## config.mk

```make
export PLATFORM = sky130hd
export DESIGN_NAME = ga_controller
export DESIGN_NICKNAME = d
export VERILOG_FILES = /design/src/rtl/ga_controller_pkg.sv /design/src/rtl/ga_stage_watchdog.sv /design/src/rtl/ga_controller.sv
export SDC_FILE = /design/constraint.sdc
export NUM_CORES = 1
export LEC_CHECK = 0
export ABC_AREA = 0
export CAP_MARGIN = 40
export CORE_AREA = 3 3 94 118
export DETAILED_ROUTE_END_ITERATION = 7
export DIE_AREA = 0 0 97 121
export GPL_TIMING_DRIVEN = 1
export PLACE_DENSITY = 0.77
export SYNTH_ARGS = -nofsm -noshare
export SYNTH_HDL_FRONTEND = slang
export SYNTH_SLANG_ARGS = --single-unit
export TNS_END_PERCENT = 1
```

## constraint.sdc

```tcl
create_clock -name clk -period 2.3 [get_ports clk]
set_input_delay 0.345 -clock clk [delete_from_list [all_inputs] [get_ports clk]]
set_output_delay 0.345 -clock clk [all_outputs]
set_load 0.05 [all_outputs]
```

## src/rtl/ga_controller_pkg.sv

```systemverilog
`default_nettype none
// ============================================================================
// Module  : ga_controller_pkg
// Purpose : Shared types and constants for the genetic-algorithm route solver.
//           The state encoding doubles as the stage index, so stage_start /
//           stage_done bit positions equal the stage state values.
// Contents: states_t (3-bit FSM encoding), GA constants, stage_after().
// Revision: 1.0 - initial release
// ============================================================================
package ga_controller_pkg;

    typedef enum logic [2:0] {
        INITIALIZE  = 3'd0,
        RANK_ROUTES = 3'd1,
        SELECTION   = 3'd2,
        BREED       = 3'd3,
        MUTATE      = 3'd4,
        NEXT_GEN    = 3'd5,
        IDLE        = 3'd6,
        DONE        = 3'd7
    } states_t;

    localparam int NUM_STAGES = 6;

    // GA problem constants
    localparam int Number_of_Cities = 8;
    localparam int Population_Size  = 100;
    localparam int eliteSize        = 20;
    localparam int mutationRate     = 4;
    localparam int generations      = 500;

    // Linear successor of a stage; NEXT_GEN is resolved by the controller
    // because its successor depends on the generation/stall counters.
    function automatic states_t stage_after(input states_t s);
        case (s)
            INITIALIZE:  stage_after = RANK_ROUTES;
            RANK_ROUTES: stage_after = SELECTION;
            SELECTION:   stage_after = BREED;
            BREED:       stage_after = MUTATE;
            MUTATE:      stage_after = NEXT_GEN;
            default:     stage_after = RANK_ROUTES;
        endcase
    endfunction

endpackage
`default_nettype wire

```

## src/rtl/ga_stage_watchdog.sv

```systemverilog
`default_nettype none
// ============================================================================
// Module  : ga_stage_watchdog
// Purpose : Cycle watchdog for a single stage. Counts cycles while enabled;
//           expired is raised in the cycle that completes `limit` enabled
//           cycles since the last clear, so the owner can leave on that edge.
// Ports   : clk, rst_n (sync, active low), clear (zero the count),
//           enable (count this cycle), limit [CNT_W], expired (comb).
// Revision: 1.0 - initial release
// ============================================================================
module ga_stage_watchdog #(
    parameter int CNT_W = 16
) (
    input  logic             clk,
    input  logic             rst_n,
    input  logic             clear,
    input  logic             enable,
    input  logic [CNT_W-1:0] limit,
    output logic             expired
);

    logic [CNT_W-1:0] r_cnt;
    logic [CNT_W:0]   w_cnt_inc;

    // One bit wider so a limit of all-ones never wraps the comparison.
    assign w_cnt_inc = {1'b0, r_cnt} + (CNT_W+1)'(1);
    assign expired   = enable && (w_cnt_inc >= {1'b0, limit});

    always_ff @(posedge clk) begin
        if (!rst_n || clear) begin
            r_cnt <= '0;
        end else if (enable && !expired) begin
            r_cnt <= w_cnt_inc[CNT_W-1:0];
        end
    end

endmodule
`default_nettype wire

```

## src/rtl/ga_controller.sv

```systemverilog
`default_nettype none
// ============================================================================
// Module  : ga_controller
// Purpose : Top-level sequencer of the GA route solver. Walks the datapath
//           stages through start/done handshakes, counts generations, tracks
//           the best route distance, stops early on stagnation, and guards
//           each stage with a watchdog. Abort returns to IDLE from anywhere.
// Ports   : clk, rst_n (sync, active low), start, abort, stage_done[6],
//           rank_best[DIST_W] -> stage_start[6], state[3], gen_count[9],
//           best_dist[DIST_W], busy, done, timeout_err, early_stop.
// Revision: 1.0 - initial release
// ============================================================================
module ga_controller
    import ga_controller_pkg::*;
#(
    parameter int GENERATIONS = generations,
    parameter int STALL_LIMIT = 50,
    parameter int TIMEOUT     = 65535,
    parameter int DIST_W      = 16
) (
    input  logic              clk,
    input  logic              rst_n,
    input  logic              start,
    input  logic              abort,
    input  logic [5:0]        stage_done,
    input  logic [DIST_W-1:0] rank_best,
    output logic [5:0]        stage_start,
    output logic [2:0]        state,
    output logic [8:0]        gen_count,
    output logic [DIST_W-1:0] best_dist,
    output logic              busy,
    output logic              done,
    output logic              timeout_err,
    output logic              early_stop
);

    localparam int             WD_W           = $clog2(TIMEOUT + 1);
    localparam logic [8:0]     C_GEN_TARGET   = 9'(GENERATIONS);
    localparam logic [15:0]    C_STALL_LIMIT  = 16'(STALL_LIMIT);
    localparam logic [WD_W-1:0] C_WD_LIMIT    = WD_W'(TIMEOUT);

    states_t     r_state;
    states_t     w_next;
    logic [15:0] r_stall;
    logic [8:0]  w_gen_inc;
    logic [7:0]  w_done_vec;
    logic        w_in_stage;
    logic        w_next_is_stage;
    logic        w_stage_done;
    logic        w_gen_last;
    logic        w_stalled;
    logic        w_wd_expired;
    logic        w_idle_start;

    assign w_in_stage      = (r_state != IDLE) && (r_state != DONE);
    assign w_next_is_stage = (w_next != IDLE) && (w_next != DONE);
    assign w_done_vec      = {2'b00, stage_done};

    // stage_start is only high in a stage's first cycle, so gating on it
    // drops a done that arrives together with its own start pulse.
    assign w_stage_done = w_in_stage && (stage_start == '0) && w_done_vec[r_state];
    assign w_idle_start = !w_in_stage && start;

    assign w_gen_inc  = gen_count + 9'd1;
    assign w_gen_last = (w_gen_inc == C_GEN_TARGET);
    assign w_stalled  = (STALL_LIMIT != 0) && (r_stall >= C_STALL_LIMIT);

    ga_stage_watchdog #(
        .CNT_W (WD_W)
    ) u_watchdog (
        .clk     (clk),
        .rst_n   (rst_n),
        .clear   (w_next != r_state),
        .enable  (w_in_stage),
        .limit   (C_WD_LIMIT),
        .expired (w_wd_expired)
    );

    // Next-state: abort > stage done > watchdog expiry > start.
    always_comb begin
        w_next = r_state;
        if (abort) begin
            w_next = IDLE;
        end else begin
            case (r_state)
                IDLE, DONE: begin
                    if (start) w_next = INITIALIZE;
                end
                NEXT_GEN: begin
                    if (w_stage_done)
                        w_next = (w_gen_last || w_stalled) ? DONE : RANK_ROUTES;
                    else if (w_wd_expired)
                        w_next = DONE;
                end
                default: begin
                    if (w_stage_done)
                        w_next = stage_after(r_state);
                    else if (w_wd_expired)
                        w_next = DONE;
                end
            endcase
        end
    end

    always_ff @(posedge clk) begin
        if (!rst_n) begin
            r_state     <= IDLE;
            stage_start <= '0;
            gen_count   <= '0;
            best_dist   <= '1;
            r_stall     <= '0;
            timeout_err <= 1'b0;
            early_stop  <= 1'b0;
        end else begin
            r_state     <= w_next;
            stage_start <= '0;
            if ((w_next != r_state) && w_next_is_stage)
                stage_start <= 6'b000001 << w_next;

            if (!abort) begin
                if (w_idle_start) begin
                    gen_count   <= '0;
                    best_dist   <= '1;
                    r_stall     <= '0;
                    timeout_err <= 1'b0;
                    early_stop  <= 1'b0;
                end

                if (w_stage_done && (r_state == RANK_ROUTES)) begin
                    if (rank_best < best_dist) begin
                        best_dist <= rank_best;
                        r_stall   <= '0;
                    end else if (r_stall != '1) begin
                        r_stall   <= r_stall + 16'd1;
                    end
                end

                if (w_stage_done && (r_state == NEXT_GEN)) begin
                    gen_count <= w_gen_inc;
                    // Reaching the generation target is a normal finish even
                    // if the stall limit is met on the same generation.
                    if (!w_gen_last && w_stalled)
                        early_stop <= 1'b1;
                end

                if (!w_stage_done && w_wd_expired)
                    timeout_err <= 1'b1;
            end
        end
    end

    assign state = r_state;
    assign busy  = w_in_stage;
    assign done  = (r_state == DONE);

endmodule
`default_nettype wire

```

==> summary.txt <==
Ys flop type - dfxtp_1
Final cell count without fillers - 798
Area share of the largest cell type after synthesis - 32.0%
Per-cell routed wire length - 15.8 um
Peak Freq - 395 MHz
Peak VDD IR - 0.268 mV
Pre-CTS setup slack - -467 ps
Synth Register Bits - 68
All-Layer GR Usage - 21.2%
Vias - 4,585
Layout area overhead - 49.3%
Pins over their slew limit - 0
Drt initial violations - 229
DRC viols - 0
CP max stage delay - 510 ps
Layout cells sized above 1 - 30.2%
Seq pwr share - 39.2%
1st-pass router iterations - 4
Final #Nets - 711
Status - complete, but fails checks
Register area share after synthesis - 32.0%
Synth warn - 0
Global-route wire length before repair - 20.8 mm
Final hold violation count - 0
Yosys cell types - 67
Num CTS Buffers - 9
Critical Path Slowest Stage Cell - o41a_1
Total number of H-tree levels - 3
Crit Path Max Fanout - 5
Final WL - 12.6 mm
Skew final - 9.98 ps
Synth top area cells - dfxtp_1 (32%), ha_1 (6.2%), nand3_1 (4.7%), nor2_1 (3.9%), o21ai_0 (3.8%)
Startpoint Class - register
Cts hold-fix bufs - 0
Clk slew on worst S/H paths - 60 ps
TritonCTS Sinks - 68
Least-Margin Pin Slew - 539 ps
Number of global-route vias before repair - 4,491
Die span in x - 97 um
I/O pin total - 64
Post-synth ARST share - 0%
CP required - 2580 ps
Final Critical Period - 2530 ps
Hpwl dp - 9.41 mm
PortBufs - 63
Syn Area/Cell - 8.19 um2
Leading area contributor after synthesis - dfxtp_1
Via density - 5.75
Clock buffer depth - 2
CTS root buf - clkbuf_16
Synth Instances - 520
Critical path's top delay family - compound AO/OA/AOI/OAI gates
Cell leakage power - 2.61 nW
Fill count - 814
Initial antenna violation count - 0
Overflow after GRT - 0
RSZ-0062 raised after global routing - true
Initial Util - 42.2%
Clock power share - 43.8%
Internal - 2.25 mW
Crit path buf inv count - 3
Remaining antenna violation count - 0
Max_cap viols - 0
Crit Path Category - register to register
Critical path arrival - 2810 ps
GPL Wtd Cong - 0.939
Endpoints failing setup - 25
Failing checks - negative setup slack
Pwr/cell area - 480 nW/um2
Number of flops mapped to enable cells by yosys - 0
CTS tree - built
Clock latency on the worst-skew pair - 330 ps
Hold Crit Class - primary input to register
Sw frac - 26.3%
Row cnt - 41
CP cell instances - inv_2, ha_4, o21ba_4, nor3b_2, nand3_1, o41a_1, buf_4, and3_4, a21oi_4, buf_6, a22o_1, and2_1
Synth Cell Area - 4260 um2
Antenna cells - 0
Net Sw Power - 801 uW
Max_slew headroom - 64.0%
Syn Nets - 567
Setup WS post-layout - -231 ps
Core area - 10,100 um2
Placed cells - 781
DIE HEIGHT - 121 um
Worst R2R Setup Slack - -230 ps
Largest net degree at the start of global routing - 22
Crit path capture type - register
Fin crit share - 110%
Die area - 11,700 um2
Gate power share - 17.0%
[final cells by class]
class / count / area, um2 / share of cell area [%]
clock buffer: 10 / 229 / 3.60
clock inverter: 6 / 56.3 / 0.885
inverter: 29 / 109 / 1.71
multi-input combinational: 404 / 3000 / 47.2
sequential: 68 / 1410 / 22.2
tap: 129 / 161 / 2.54
timing repair buffer: 152 / 1390 / 21.8
[Yosys cell counts, types with 7 or more instances]
library cell and instances:
o22a_1 16, and2_1 7, xnor2_1 8, and3_1 17
nand3_1 40, o21a_1 8, a21o_1 13, xor2_1 8
o21ai_0 32, dfxtp_1 68, inv_1 28, nor4_1 9
nor2_1 44, nand2_1 34, clkbuf_1 10, ha_1 21
nand4_1 14, nor3_2 13, nor3_1 14, a21oi_1 25
[per-stage QoR]
step	TNS [ps]	instance area [um2]	hold slack [ps]	utilization [%]	power (mW)
CTS	-2140	6170	377	61.0	3.04
floorplan	-1650	4360	463	-	1.46
global placement	-17660	5780	462	57.2	1.67
detailed placement	-21770	5780	475	57.2	1.68
global route	-6020	6360	281	62.9	3.16
finish	-3570	6360	287	62.9	3.05
[timing repair]
action / CTS / global route
endpoints found under the setup margin: 52 / 64
gates resized for setup: 22 / 41
buffers inserted: 0 / 2
pin swaps: 10 / 17
[power by group through the flow]
stage	Clock, mW	Sequential, mW	Combinational (mW)
detailed placement	0	1.22	0.466
floorplan	0	1.23	0.231
global placement	0	1.22	0.456
finish	1.34	1.19	0.519
global route	1.40	1.20	0.556
CTS	1.36	1.19	0.488
[placed cells by master (no fill, tap or decap), types with 4 or more instances in the layout]
cell / n
dlymetal6s2s_1: 4
clkbuf_16: 9
a21o_1: 12
a21boi_0: 4
o21ai_0: 27
clkinv_1: 4
nor4_1: 7
o21a_1: 8
clkdlybuf4s50_1: 56
dfxtp_2: 18
a21oi_1: 22
xnor2_1: 7
and3_1: 14
and2_1: 7
inv_1: 25
nand3b_1: 4
xor2_1: 8
nand2b_1: 5
nand2_1: 33
dfxtp_4: 8
nor2_1: 36
dfxtp_1: 42
a31oi_1: 4
buf_12: 6
nand3_1: 40
ha_1: 13
nor3_1: 14
nor2_2: 7
nor3_2: 10
ha_4: 5
nand4_1: 14
o22a_1: 16
buf_4: 82
o21ai_1: 5
and4_1: 5
o211ai_1: 5
[logic make-up (layout without fill, tap and decap cells)]
group | Yosys count | after routing | synth area share (%)
buf+inv | 48 | 197 | 4.82
compound gates | 137 | 137 | 23.1
simple gates | 224 | 224 | 29.2
xor+xnor | 16 | 16 | 3.29
flops | 68 | 68 | 32.0
fa+ha+maj | 21 | 21 | 6.17
mux | 6 | 6 | 1.53
[flip-flops by register name, summed over array words and instances, names as in the netlist]
register	count
gen_count	9
state	3
best_dist	16
u_watchdog.r_cnt	16
timeout_err	1
stage_start	6
r_stall	16
early_stop	1
[layer usage]
layer	GRT usage [%]	part of all wire (%)
met5	0	0
met4	9.66	2.6
met3	3.51	3.9
met2	39.9	54
met1	23.2	39
[path summary, 6_finish.rpt]
path	start	to	depth (start not counted)
max	u_watchdog.r_cnt[0]$_SDFFE_PP0P_	stage_start[2]$_SDFF_PP0_	12
min	rank_best[4]	best_dist[4]$_SDFFE_PN1N_	2
max reg2reg	u_watchdog.r_cnt[0]$_SDFFE_PP0P_	stage_start[2]$_SDFF_PP0_	12
min reg2reg	timeout_err$_SDFFE_PN0P_	timeout_err$_SDFFE_PN0P_	2
(Power assumes the default switching activity.)
